--- config.mk ---
export PLATFORM = sky130hd
export DESIGN_NAME = xbar_out_ctrl_flat
export DESIGN_NICKNAME = d
export VERILOG_FILES = /design/src/rtl/xbar_out_ctrl_if.sv /design/src/rtl/xbar_out_ctrl.sv /design/src/flat_wrapper.sv
export SDC_FILE = /design/constraint.sdc
export NUM_CORES = 1
export LEC_CHECK = 0
export ABC_AREA = 1
export BUFFER_PORTS_ARGS = -buffer_cell sky130_fd_sc_hd__buf_2
export CAP_MARGIN = 20
export CORE_MARGIN = 5
export CORE_UTILIZATION = 35
export DETAILED_ROUTE_END_ITERATION = 8
export PLACE_DENSITY = 0.68
export SYNTH_ARGS = -nofsm -noshare
export SYNTH_HDL_FRONTEND = slang
export SYNTH_SLANG_ARGS = --single-unit
--- constraint.sdc ---
create_clock -name clk -period 2.83 [get_ports clk]
set_clock_uncertainty 0.1 [all_clocks]
set_input_delay 0.283 -clock clk [delete_from_list [all_inputs] [get_ports clk]]
set_output_delay 0.283 -clock clk [all_outputs]
set_load 0.005 [all_outputs]
--- src/rtl/xbar_out_ctrl_if.sv ---
// Crossbar output-port bundle: the scheduler grant/stall pair, per-port input
// streams and the single registered output stream with its error flags.
interface xbar_out_ctrl_if #(
  parameter int NUM_PORT = 4,
  parameter int DATA_W   = 32
);
  localparam int SRC_W = (NUM_PORT > 1) ? $clog2(NUM_PORT) : 1;

  logic [NUM_PORT-1:0]        grant;
  logic                       stall;
  logic [NUM_PORT-1:0]        in_valid;
  logic [NUM_PORT*DATA_W-1:0] in_data;
  logic [NUM_PORT-1:0]        in_eop;
  logic [NUM_PORT-1:0]        in_ready;
  logic                       out_valid;
  logic [DATA_W-1:0]          out_data;
  logic                       out_sop;
  logic                       out_eop;
  logic [SRC_W-1:0]           out_src;
  logic                       out_ready;
  logic                       err_len;
  logic                       err_grant;

  // The output controller drives the stall, ready and output side.
  modport master (
    input  grant, in_valid, in_data, in_eop, out_ready,
    output stall, in_ready, out_valid, out_data, out_sop, out_eop, out_src,
           err_len, err_grant
  );

  modport slave (
    output grant, in_valid, in_data, in_eop, out_ready,
    input  stall, in_ready, out_valid, out_data, out_sop, out_eop, out_src,
           err_len, err_grant
  );
endinterface

--- src/rtl/xbar_out_ctrl.sv ---
// Crossbar output controller: takes one granted input port at a time, moves
// its packet word-by-word into a one-entry output register, cutting at MAX_BEATS.
module xbar_out_ctrl #(
  parameter int NUM_PORT  = 4,
  parameter int DATA_W    = 32,
  parameter int MAX_BEATS = 64
) (
  input  logic            clk,
  input  logic            rst,
  xbar_out_ctrl_if.master bus_io
);
  localparam int SRC_W  = (NUM_PORT > 1) ? $clog2(NUM_PORT) : 1;
  localparam int BEAT_W = $clog2(MAX_BEATS + 1);
  localparam logic [BEAT_W-1:0] LAST_BEAT = BEAT_W'(MAX_BEATS - 1);

  typedef enum logic {IDLE = 1'b0, XFER = 1'b1} state_t;

  state_t              state_q, state_d;
  logic [SRC_W-1:0]    sel_q, sel_d;
  logic                sop_pend_q, sop_pend_d;
  logic [BEAT_W-1:0]   beat_q, beat_d;
  logic                out_valid_q, out_valid_d;
  logic [DATA_W-1:0]   out_data_q, out_data_d;
  logic                out_sop_q, out_sop_d;
  logic                out_eop_q, out_eop_d;
  logic [SRC_W-1:0]    out_src_q, out_src_d;
  logic                err_len_q, err_len_d;
  logic                err_grant_q, err_grant_d;

  logic [DATA_W-1:0]   word_data [NUM_PORT];
  logic [SRC_W-1:0]    grant_idx;
  logic                grant_any, grant_multi;
  logic                slot_free, accept, forced, word_eop;

  generate
    for (genvar gi = 0; gi < NUM_PORT; gi++) begin : g_port
      assign word_data[gi] = bus_io.in_data[gi*DATA_W +: DATA_W];
      assign bus_io.in_ready[gi] = ~rst & (state_q == XFER) &
                                   (sel_q == SRC_W'(gi)) & slot_free;
    end
  endgenerate

  // Lowest set bit wins when the scheduler hands over a malformed grant.
  always_comb begin
    grant_idx = '0;
    for (int i = NUM_PORT - 1; i >= 0; i--) begin
      if (bus_io.grant[i]) grant_idx = SRC_W'(i);
    end
  end

  assign grant_any   = |bus_io.grant;
  assign grant_multi = |(bus_io.grant & (bus_io.grant - NUM_PORT'(1)));
  assign slot_free   = ~out_valid_q | bus_io.out_ready;
  assign accept      = |(bus_io.in_valid & bus_io.in_ready);
  assign forced      = (beat_q == LAST_BEAT);
  assign word_eop    = bus_io.in_eop[sel_q] | forced;

  assign bus_io.stall = rst | ~((state_q == IDLE) & grant_any);

  always_comb begin
    state_d     = state_q;
    sel_d       = sel_q;
    sop_pend_d  = sop_pend_q;
    beat_d      = beat_q;
    out_valid_d = out_valid_q;
    out_data_d  = out_data_q;
    out_sop_d   = out_sop_q;
    out_eop_d   = out_eop_q;
    out_src_d   = out_src_q;
    err_len_d   = err_len_q;
    err_grant_d = err_grant_q;

    case (state_q)
      IDLE: begin
        if (grant_any) begin
          sel_d      = grant_idx;
          sop_pend_d = 1'b1;
          beat_d     = '0;
          state_d    = XFER;
          if (grant_multi) err_grant_d = 1'b1;
        end
      end
      XFER: begin
        if (accept) begin
          beat_d     = beat_q + 1'b1;
          sop_pend_d = 1'b0;
          if (word_eop) state_d = IDLE;
          if (forced && !bus_io.in_eop[sel_q]) err_len_d = 1'b1;
        end
      end
      default: state_d = IDLE;
    endcase

    // Load and unload may coincide, which keeps a full word per cycle.
    if (accept) begin
      out_valid_d = 1'b1;
      out_data_d  = word_data[sel_q];
      out_sop_d   = sop_pend_q;
      out_eop_d   = word_eop;
      out_src_d   = sel_q;
    end else if (bus_io.out_ready) begin
      out_valid_d = 1'b0;
    end
  end

  always_ff @(posedge clk or posedge rst) begin
    if (rst) begin
      state_q     <= IDLE;
      sel_q       <= '0;
      sop_pend_q  <= 1'b0;
      beat_q      <= '0;
      out_valid_q <= 1'b0;
      out_data_q  <= '0;
      out_sop_q   <= 1'b0;
      out_eop_q   <= 1'b0;
      out_src_q   <= '0;
      err_len_q   <= 1'b0;
      err_grant_q <= 1'b0;
    end else begin
      state_q     <= state_d;
      sel_q       <= sel_d;
      sop_pend_q  <= sop_pend_d;
      beat_q      <= beat_d;
      out_valid_q <= out_valid_d;
      out_data_q  <= out_data_d;
      out_sop_q   <= out_sop_d;
      out_eop_q   <= out_eop_d;
      out_src_q   <= out_src_d;
      err_len_q   <= err_len_d;
      err_grant_q <= err_grant_d;
    end
  end

  assign bus_io.out_valid = out_valid_q;
  assign bus_io.out_data  = out_data_q;
  assign bus_io.out_sop   = out_sop_q;
  assign bus_io.out_eop   = out_eop_q;
  assign bus_io.out_src   = out_src_q;
  assign bus_io.err_len   = err_len_q;
  assign bus_io.err_grant = err_grant_q;
endmodule
--- src/flat_wrapper.sv ---
// flat-port wrapper written by rule: the top's interface ports become plain ports
module xbar_out_ctrl_flat 
#(
  parameter int NUM_PORT  = 4,
  parameter int DATA_W    = 32,
  parameter int MAX_BEATS = 64
)
  (clk, rst, bus_io_grant, bus_io_in_valid, bus_io_in_data, bus_io_in_eop, bus_io_out_ready, bus_io_stall, bus_io_in_ready, bus_io_out_valid, bus_io_out_data, bus_io_out_sop, bus_io_out_eop, bus_io_out_src, bus_io_err_len, bus_io_err_grant);
  xbar_out_ctrl_if #(.NUM_PORT(NUM_PORT), .DATA_W(DATA_W)) bus_io_i ();
  input  logic clk;
  input  logic rst;
  input wire logic [$bits(bus_io_i.grant)-1:0] bus_io_grant;
  input wire logic [$bits(bus_io_i.in_valid)-1:0] bus_io_in_valid;
  input wire logic [$bits(bus_io_i.in_data)-1:0] bus_io_in_data;
  input wire logic [$bits(bus_io_i.in_eop)-1:0] bus_io_in_eop;
  input wire logic [$bits(bus_io_i.out_ready)-1:0] bus_io_out_ready;
  output wire logic [$bits(bus_io_i.stall)-1:0] bus_io_stall;
  output wire logic [$bits(bus_io_i.in_ready)-1:0] bus_io_in_ready;
  output wire logic [$bits(bus_io_i.out_valid)-1:0] bus_io_out_valid;
  output wire logic [$bits(bus_io_i.out_data)-1:0] bus_io_out_data;
  output wire logic [$bits(bus_io_i.out_sop)-1:0] bus_io_out_sop;
  output wire logic [$bits(bus_io_i.out_eop)-1:0] bus_io_out_eop;
  output wire logic [$bits(bus_io_i.out_src)-1:0] bus_io_out_src;
  output wire logic [$bits(bus_io_i.err_len)-1:0] bus_io_err_len;
  output wire logic [$bits(bus_io_i.err_grant)-1:0] bus_io_err_grant;
  assign bus_io_i.grant = bus_io_grant;
  assign bus_io_i.in_valid = bus_io_in_valid;
  assign bus_io_i.in_data = bus_io_in_data;
  assign bus_io_i.in_eop = bus_io_in_eop;
  assign bus_io_i.out_ready = bus_io_out_ready;
  assign bus_io_stall = bus_io_i.stall;
  assign bus_io_in_ready = bus_io_i.in_ready;
  assign bus_io_out_valid = bus_io_i.out_valid;
  assign bus_io_out_data = bus_io_i.out_data;
  assign bus_io_out_sop = bus_io_i.out_sop;
  assign bus_io_out_eop = bus_io_i.out_eop;
  assign bus_io_out_src = bus_io_i.out_src;
  assign bus_io_err_len = bus_io_i.err_len;
  assign bus_io_err_grant = bus_io_i.err_grant;
  xbar_out_ctrl #(.NUM_PORT(NUM_PORT), .DATA_W(DATA_W), .MAX_BEATS(MAX_BEATS)) u_core (.clk(clk), .rst(rst), .bus_io(bus_io_i));
endmodule
==> tab_implementation.tex, run 1 <==
\begin{tabular}{lr}
\hline
Metric & Value \\
\hline
\multicolumn{2}{l}{\textbf{Floorplan}} \\
\quad Row count & 33 \\
\quad Width of the chip & roughly 100 µm \\
\quad Die area & approximately 0.010 mm² \\
\quad Core area & roughly 0.0081 mm² \\
\quad I/O Pins & about 190 \\
\quad Die Height & approximately 100 µm \\
\quad Effective utilization at floorplan & between 30\% and 40\% \\
\multicolumn{2}{l}{\textbf{Placement}} \\
\quad Final RePlAce weighted congestion & around 0.84 \\
\quad Number of instances in the placed design & roughly 700 \\
\quad Half-perimeter wire length of the detailed placement result & between 7000 and 8000 µm \\
\quad Number of buffers added on ports & between 150 and 200 \\
\multicolumn{2}{l}{\textbf{Drt}} \\
\quad Routed wire length & just under 10000 µm \\
\quad Number of detailed-routing iterations run before antenna repair & 4 \\
\quad Drt initial violations & around 130 \\
\quad Length of routed wiring on met1 & 3970 µm \\
\quad Remaining antenna violation count & 0 \\
\quad Vias after detailed routing & about 3400 \\
\quad DR WL met2 & approximately 4900 µm \\
\quad Top routing layer in use & met4 \\
\quad Met3 wire len & 735 µm \\
\quad Per-cell routed wire length & $\sim$14 µm \\
\quad DRC errors left & 0 \\
\quad Vias per std cell & 4.90 \\
\multicolumn{2}{l}{\textbf{Global route}} \\
\quad Leftover overflow at the end of global routing & 0 \\
\quad Total track usage & roughly a fifth \\
\quad Antenna violations before repair & 0 \\
\quad Global-route wire length before repair & between 15000 and 20000 µm \\
\quad Maximum number of pins on one net before global-route repair & between 50 and 60 \\
\quad Via count of the first global-routing pass & roughly 3300 \\
\multicolumn{2}{l}{\textbf{Final layout}} \\
\quad Relative area change from synthesis to final layout & 38.8\% \\
\quad Fin nets & 731 \\
\quad Fillers & 846 \\
\quad Antenna fix cells & 0 \\
\quad Layout cells sized above 1 & 35.7\% \\
\quad Non-filler instance count after layout & roughly 700 \\
\multicolumn{2}{l}{\textbf{STA}} \\
\quad Tcrit/Tclk final & a little over two thirds \\
\quad RSZ-0062 raised after global routing & no \\
\quad Max Clock Freq & about 0.5 GHz \\
\quad Time the final worst path needs with I/O delays and setup & 1.99 ns \\
\quad Final count of pins violating max slew & 0 \\
\quad Setup TNS Final & 0 ns \\
\quad Slew at the pin with the worst max-slew slack & $\sim$0.63 ns \\
\quad Number of failing hold endpoints at the final stage & 0 \\
\quad Max\_slew headroom & roughly 58\% \\
\quad Setup violations, final & 0 \\
\multicolumn{2}{l}{\textbf{Clock network}} \\
\quad Sinks on Clock Net & 50 \\
\quad Clock tree from TritonCTS & built \\
\quad Longest Clk Path Bufs & 2 \\
\quad Later-pin clock latency in the skew report & 0.31 ns \\
\quad CTS H-tree depth & 2 \\
\quad Post-cts hold buffer count & 0 \\
\quad Cells resized by post-CTS repair & 0 \\
\quad Root cell of the clock tree & sky130\_fd\_sc\_hd\_\_clkbuf\_8 \\
\quad Clock-pin slew reported for the worst setup and hold paths after clock tree synthesis & around 0.10 ns \\
\quad Num CTS Buffers & 5 \\
\quad \# Post-CTS Setup Buffers & 0 \\
\multicolumn{2}{l}{\textbf{Logic synthesis}} \\
\quad Number of distinct library cells after synthesis & 24 \\
\quad Seq cells post-synth & 50 \\
\quad Area of the mapped netlist & between 0.002 and 0.003 mm² \\
\quad Average cell area after synthesis & between 7 and 8 µm² \\
\quad Post-Synthesis Cells & 409 \\
\quad Number of synthesis warnings & 0 \\
\quad Synth Net Count & $\sim$550 \\
\quad Register area share after synthesis & between 40\% and 50\% \\
\multicolumn{2}{l}{\textbf{Job}} \\
\quad Max\_cap viols & 0 \\
\multicolumn{2}{l}{\textbf{Pwr}} \\
\quad Pwr Density & between 800 and 900 mW/mm² \\
\quad Peak supply drop & $\sim$0.00034 V \\
\quad Overall power consumption & between 3 and 4 mW \\
\quad Cell leakage power & 2.21 nW \\
\multicolumn{2}{l}{\textbf{Status}} \\
\quad Run status & completed \\
\multicolumn{2}{l}{\textbf{Setup path}} \\
\quad Slowest library cell on the worst path & sky130\_fd\_sc\_hd\_\_dfrtp\_1 \\
\quad Cells along the critical path & buf\_4 > nand2\_1 > nor2\_1 > nand3\_1 > nand2\_1 > nor2\_4 > buf\_4 > nand2\_1 > o21ai\_1 \\
\quad Startpoint class of the critical path & flop \\
\quad Category of the worst setup path capture point & flop \\
\quad Most Frequent Cell on Critical Path & sky130\_fd\_sc\_hd\_\_nand2\_1 \\
\quad Family of cells with the greatest summed delay on the critical path & simple AND/OR/NAND/NOR gates \\
\quad Crit-path max cell delay & around 0.43 ns \\
\quad Largest driver fanout on the critical path & 40 \\
\quad Number of buffers and inverters on the critical path & 2 \\
\quad Worst endpoint required time & roughly 3.0 ns \\
\quad Type of the worst setup path & flop to flop \\
\quad Crit path arrival time & 2.13 ns \\
\multicolumn{2}{l}{\textbf{Worst hold path}} \\
\quad HP Class & input pin to asynchronous set/reset pin \\
\hline
\end{tabular}
[final timing paths]
| check | from | endpoint | slack [ns] | cells after the start |
|---|---|---|---|---|
| max reg2reg | u_core.sel_q[0] | u_core.bus_io.out_data[25] | 0.84 | 9 |
| min | rst | u_core.beat_q[2] | 0.04 | 3 |
| max in group asynchronous | rst | u_core.beat_q[4] | 2.14 | 3 |
| max | u_core.sel_q[0] | u_core.bus_io.out_data[25] | 0.84 | 9 |
| min reg2reg | u_core.bus_io.err_grant | u_core.bus_io.err_grant | 0.37 | 1 |
| min in group clk | bus_io_grant[0] | u_core.sel_q[0] | 0.08 | 2 |
[layer usage]
layer / global-route usage (%) / vias to the layer above
li1: - / 1709
met1: 22.8 / 1542
met5: 0 / -
met4: 4.66 / 0
met3: 4.22 / 13
met2: 33.1 / 130
[Yosys cell counts]
master / n / share of area, %
sky130_fd_sc_hd__xor2_1: 3 / 0.91
sky130_fd_sc_hd__o21a_1: 1 / 0.26
sky130_fd_sc_hd__or2_2: 1 / 0.22
sky130_fd_sc_hd__o21ai_1: 4 / 0.70
sky130_fd_sc_hd__nand3b_1: 1 / 0.26
sky130_fd_sc_hd__o21ai_0: 33 / 5.7
sky130_fd_sc_hd__inv_1: 15 / 2.0
sky130_fd_sc_hd__inv_2: 2 / 0.26
sky130_fd_sc_hd__buf_2: 15 / 2.6
sky130_fd_sc_hd__nor2_1: 18 / 2.4
sky130_fd_sc_hd__or2_1: 3 / 0.65
sky130_fd_sc_hd__dfrtp_1: 50 / 44
sky130_fd_sc_hd__nor3_1: 1 / 0.17
sky130_fd_sc_hd__a221oi_1: 1 / 0.30
sky130_fd_sc_hd__nor2_4: 1 / 0.39
sky130_fd_sc_hd__a21oi_1: 37 / 6.4
sky130_fd_sc_hd__buf_4: 1 / 0.26
sky130_fd_sc_hd__ha_1: 1 / 0.44
sky130_fd_sc_hd__nand2_1: 131 / 17
sky130_fd_sc_hd__nor2_2: 1 / 0.22
sky130_fd_sc_hd__clkbuf_1: 8 / 1.0
sky130_fd_sc_hd__buf_1: 1 / 0.13
sky130_fd_sc_hd__nand3_1: 79 / 14
sky130_fd_sc_hd__o31ai_1: 1 / 0.26
[cell type report]
| type | count | area [µm²] | share of cell area (%) |
|---|---|---|---|
| Multi-Input combinational cell | 317 | 1440 | 36.2 |
| Timing Repair Buffer | 196 | 1010 | 25.2 |
| Sequential cell | 50 | 1250 | 31.4 |
| Inverter | 17 | 63.8 | 1.60 |
| Clock buffer | 5 | 68.8 | 1.72 |
| Tap cell | 105 | 131 | 3.29 |
| Clock inverter | 3 | 26.3 | 0.659 |
[flip-flops by register name, summed over array words and instances (netlist names)]
name and flops:
u_core.state_q 1, u_core.bus_io.out_sop 1, u_core.bus_io.out_data 32, u_core.bus_io.out_src 2, u_core.bus_io.err_grant 1, u_core.bus_io.out_valid 1, u_core.bus_io.err_len 1, u_core.sop_pend_q 1
u_core.bus_io.out_eop 1, u_core.sel_q 2, u_core.beat_q 7
[stage by stage]
step / instance area [µm²] / hold slack [ns] / setup slack, ns / utilization [%]
2_1_floorplan: 2870 / 0.279 / 0.193 / -
3_3_place_gp: 3890 / 0.351 / 0.948 / 48.1
3_5_place_dp: 3890 / 0.353 / 0.849 / 48.1
4_1_cts: 3990 / 0.0736 / 0.827 / 49.3
5_1_grt: 3990 / 0.0682 / 0.645 / 49.3
6_report: 3990 / 0.0446 / 0.845 / 49.3
[worst register-to-register path: stages (launching register included)]
cell	delay (ns)
sky130_fd_sc_hd__dfrtp_1	0.43
sky130_fd_sc_hd__buf_4	0.23
sky130_fd_sc_hd__nand2_1	0.14
sky130_fd_sc_hd__nor2_1	0.07
sky130_fd_sc_hd__nand3_1	0.06
sky130_fd_sc_hd__nand2_1	0.09
sky130_fd_sc_hd__nor2_4	0.22
sky130_fd_sc_hd__buf_4	0.36
sky130_fd_sc_hd__nand2_1	0.12
sky130_fd_sc_hd__o21ai_1	0.10
[power by group]
group / total [mW] / switching [mW] / internal, mW / leakage [nW]
sequential: 1.18 / 0.178 / 1.00 / 0.626
clock: 0.440 / 0.258 / 0.182 / 0.0491
combinational: 1.87 / 1.15 / 0.721 / 1.53
total: 3.49 / 1.59 / 1.90 / 2.21
[cells by family after synthesis]
| group | after synthesis | synth area share (%) |
|---|---|---|
| AO/OA/AOI/OAI | 77 | 13.7 |
| XOR/XNOR | 3 | 0.914 |
| adder cells (fa/ha/maj) | 1 | 0.435 |
| buffers and inverters | 42 | 6.27 |
| flip-flops | 50 | 43.5 |
| AND/OR/NAND/NOR | 236 | 35.1 |
[cells in the final DEF, fill, tap and decap left out]
| master | instances |
|---|---|
| sky130_fd_sc_hd__a21oi_1 | 37 |
| sky130_fd_sc_hd__a221oi_1 | 1 |
| sky130_fd_sc_hd__buf_2 | 186 |
| sky130_fd_sc_hd__buf_4 | 10 |
| sky130_fd_sc_hd__clkbuf_8 | 5 |
| sky130_fd_sc_hd__clkinv_4 | 1 |
| sky130_fd_sc_hd__dfrtp_1 | 50 |
| sky130_fd_sc_hd__ha_1 | 1 |
| sky130_fd_sc_hd__inv_1 | 14 |
| sky130_fd_sc_hd__inv_2 | 3 |
| sky130_fd_sc_hd__inv_6 | 2 |
| sky130_fd_sc_hd__nand2_1 | 131 |
| sky130_fd_sc_hd__nand3_1 | 79 |
| sky130_fd_sc_hd__nand3b_1 | 1 |
| sky130_fd_sc_hd__nor2_1 | 18 |
| sky130_fd_sc_hd__nor2_2 | 1 |
| sky130_fd_sc_hd__nor2_4 | 1 |
| sky130_fd_sc_hd__nor3_1 | 1 |
| sky130_fd_sc_hd__o21a_1 | 1 |
| sky130_fd_sc_hd__o21ai_0 | 33 |
| sky130_fd_sc_hd__o21ai_1 | 4 |
| sky130_fd_sc_hd__o31ai_1 | 1 |
| sky130_fd_sc_hd__or2_1 | 3 |
| sky130_fd_sc_hd__or2_2 | 1 |
| sky130_fd_sc_hd__xor2_1 | 3 |
No activity file was read; power rests on OpenSTA's default activity.
==> run 2, diff against run 1 <==
PLACE_DENSITY = 0.71   (was 0.68)
clock period = 1.7 ns   (was 2.83 ns; I/O delays follow)
==> run 2 against run 1 <==
Effect of this change: fmax increased by 21%; non-clock buffer count rose by 11; hold slack worse by 0.043 ns; count of clock-buffer cells in the layout grew 1; sequential share of layout area shrank 1.5 points; combinational power up 92%.
==> tab_implementation.tex, run 2 (same netlist as run 1, synthesis figures left out) <==
\begin{tabular}{lr}
\hline
Metric & Value \\
\hline
\multicolumn{2}{l}{\textbf{Pwr}} \\
\quad Peak supply drop & 0.000632 V (was 0.000338 V) \\
\quad Pwr Density & 1490 mW/mm² (was 874 mW/mm²) \\
\quad Cell leakage power & 2.29 nW (was 2.21 nW) \\
\quad Overall power consumption & 6.28 mW (was 3.49 mW) \\
\multicolumn{2}{l}{\textbf{Drt}} \\
\quad Vias after detailed routing & 3465 (was 3394) \\
\quad DRC errors left & 0 (unchanged) \\
\quad Drt initial violations & 120 (was 133) \\
\quad Number of detailed-routing iterations run before antenna repair & 4 (unchanged) \\
\quad Per-cell routed wire length & 14.8 µm (was 14.1 µm) \\
\quad Remaining antenna violation count & 0 (unchanged) \\
\quad Vias per std cell & 4.91 (was 4.90) \\
\quad Routed wire length & 10400 µm (was 9740 µm) \\
\multicolumn{2}{l}{\textbf{Global route}} \\
\quad Global-route wire length before repair & 15800 µm (was 15300 µm) \\
\quad Leftover overflow at the end of global routing & 0 (unchanged) \\
\quad Via count of the first global-routing pass & 3445 (was 3293) \\
\quad Total track usage & 19.4\% (was 18.7\%) \\
\quad Antenna violations before repair & 1 (was 0) \\
\quad Maximum number of pins on one net before global-route repair & 52 (unchanged) \\
\multicolumn{2}{l}{\textbf{Floorplan}} \\
\quad I/O Pins & 187 (unchanged) \\
\quad Effective utilization at floorplan & 35.5\% (unchanged) \\
\quad Width of the chip & 101 µm (unchanged) \\
\quad Core area & 0.00809 mm² (unchanged) \\
\quad Die Height & 101 µm (unchanged) \\
\quad Row count & 33 (unchanged) \\
\quad Die area & 0.0101 mm² (unchanged) \\
\multicolumn{2}{l}{\textbf{Final layout}} \\
\quad Largest register FFs & 32 (unchanged) \\
\quad Layout cells sized above 1 & 38.4\% (was 35.7\%) \\
\quad Area of all placed cells without fillers & 0.00420 mm² (was 0.00399 mm²) \\
\quad Area of the multi-input gates & 0.00146 mm² (was 0.00144 mm²) \\
\quad Fillers & 826 (was 846) \\
\quad Most frequent cells in the layout & sky130\_fd\_sc\_hd\_\_buf\_2, sky130\_fd\_sc\_hd\_\_nand2\_1, sky130\_fd\_sc\_hd\_\_nand3\_1 (unchanged) \\
\quad Utilization after layout & 51.9\% (was 49.3\%) \\
\quad Fin nets & 742 (was 731) \\
\quad Most common library cell in the layout ignoring fill and taps & sky130\_fd\_sc\_hd\_\_buf\_2 (unchanged) \\
\quad Flip-flop and latch area & 0.00125 mm² (about the same) \\
\quad Relative area change from synthesis to final layout & 46.2\% (was 38.8\%) \\
\multicolumn{2}{l}{\textbf{STA}} \\
\quad Max\_slew headroom & 56.5\% (was 57.8\%) \\
\quad Worst Hold Slack & 0.00144 ns (was 0.0446 ns) \\
\quad Tcrit/Tclk final & 96.5\% (was 70.1\%) \\
\quad Number of failing hold endpoints at the final stage & 0 (unchanged) \\
\quad Setup violations, final & 0 (unchanged) \\
\quad Time the final worst path needs with I/O delays and setup & 1.64 ns (was 1.99 ns) \\
\quad Slew at the pin with the worst max-slew slack & 0.653 ns (was 0.632 ns) \\
\quad Final count of pins violating max slew & 0 (unchanged) \\
\quad Final critical-path setup slack & 0.0592 ns (was 0.845 ns) \\
\quad Max Clock Freq & 0.609 GHz (was 0.504 GHz) \\
\multicolumn{2}{l}{\textbf{Placement}} \\
\quad Post-DP Area & 0.00398 mm² (was 0.00389 mm²) \\
\quad Half-perimeter wire length of the detailed placement result & 7820 µm (was 7700 µm) \\
\quad Final RePlAce weighted congestion & 0.883 (was 0.840) \\
\quad Number of buffers added on ports & 186 (unchanged) \\
\quad Placement-stage worst setup slack & 0.0522 ns (was 0.849 ns) \\
\multicolumn{2}{l}{\textbf{Clock network}} \\
\quad Longest Clk Path Bufs & 2 (unchanged) \\
\quad Clock tree from TritonCTS & built (unchanged) \\
\quad CTS H-tree depth & 2 (unchanged) \\
\quad Num CTS Buffers & 5 (unchanged) \\
\quad Clock-pin slew reported for the worst setup and hold paths after clock tree synthesis & 0.10 ns (about the same) \\
\quad Later-pin clock latency in the skew report & 0.31 ns (about the same) \\
\quad Sinks on Clock Net & 50 (unchanged) \\
\quad Root cell of the clock tree & sky130\_fd\_sc\_hd\_\_clkbuf\_8 (unchanged) \\
\multicolumn{2}{l}{\textbf{Setup path}} \\
\quad Largest driver fanout on the critical path & 9 (was 40) \\
\quad Worst endpoint required time & 1.85 ns (was 2.97 ns) \\
\quad Cells along the critical path & nand2\_1 > nor2\_1 > nand3\_1 > nand2\_2 > nor2\_4 > buf\_12 > buf\_6 > or2\_1 > nand2\_1 (was buf\_4 > nand2\_1 > nor2\_1 > nand3\_1 > nand2\_1 > nor2\_4 > buf\_4 > nand2\_1 > o21ai\_1) \\
\quad Family of cells with the greatest summed delay on the critical path & simple AND/OR/NAND/NOR gates (unchanged) \\
\quad Crit-path max cell delay & 0.43 ns (about the same) \\
\quad Crit path arrival time & 1.79 ns (was 2.13 ns) \\
\quad Slowest library cell on the worst path & sky130\_fd\_sc\_hd\_\_dfrtp\_2 (was sky130\_fd\_sc\_hd\_\_dfrtp\_1) \\
\quad Type of the worst setup path & flop to flop (unchanged) \\
\quad Category of the worst setup path capture point & flop (unchanged) \\
\quad Startpoint class of the critical path & flop (unchanged) \\
\quad Most Frequent Cell on Critical Path & sky130\_fd\_sc\_hd\_\_nand2\_1 (unchanged) \\
\quad Number of buffers and inverters on the critical path & 2 (unchanged) \\
\multicolumn{2}{l}{\textbf{Worst hold path}} \\
\quad HP Class & input pin to asynchronous set/reset pin (unchanged) \\
\multicolumn{2}{l}{\textbf{Status}} \\
\quad Run status & completed (unchanged) \\
\multicolumn{2}{l}{\textbf{Job}} \\
\quad Max\_cap viols & 0 (unchanged) \\
\hline
\end{tabular}
[run 2: path summary, 6_finish.rpt]
kind | from | end | slack [ns] | cells after the start
worst min register to register | u_core.bus_io.err_grant | u_core.bus_io.err_grant | 0.37 | 1
worst min-delay path | rst | u_core.bus_io.out_data[19] | 0.001 | 3
worst max-delay path | u_core.sel_q[0] | u_core.beat_q[0] | 0.06 | 9
max in group asynchronous | rst | u_core.sel_q[1] | 1.02 | 3
min in group clk | bus_io_in_data[121] | u_core.bus_io.out_data[25] | 0.04 | 3
worst max register to register | u_core.sel_q[0] | u_core.beat_q[0] | 0.06 | 9
[run 2: layout make-up]
type,instances,area share [%]
antenna,1,0.0596
clock buffer,6,1.97
clock inverter,2,0.298
inverter,17,1.61
multi-input combinational,317,34.8
sequential,50,29.8
tap,105,3.13
timing repair buffer,207,28.4
[run 2: through the flow]
step / cells / TNS, ns
after floorplan: 409 / -15.64
after global placement: 690 / 0
after detailed placement: 690 / 0
after CTS: 699 / 0
after global routing: 705 / -0.0644
final: 705 / 0
[run 2: timing repair]
action,4_1_cts,5_1_grt
setup endpoints to repair,0,43
hold buffers,1,0
gates resized for setup,0,12
hold endpoints to repair,1,0
buffers inserted,0,3
[run 2: worst min-delay path: stages]
cell	delay, ns
sky130_fd_sc_hd__buf_2	0.12
sky130_fd_sc_hd__clkinvlp_4	0.08
sky130_fd_sc_hd__buf_4	0.54
[run 2: report_power, final]
part	switching (mW)	total (mW)	internal, mW
combinational	2.07	3.59	1.52
sequential	0.292	1.96	1.67
clock	0.399	0.727	0.328
total	2.76	6.28	3.52
[run 2: layer usage]
| layer | vias up | routed length, µm | global-route usage (%) |
|---|---|---|---|
| li1 | 1734 | - | - |
| met1 | 1567 | 4180 | 23.3 |
| met2 | 142 | 5150 | 33.4 |
| met3 | 22 | 813 | 4.91 |
| met4 | 0 | 254 | 7.15 |
| met5 | - | 0 | 0 |
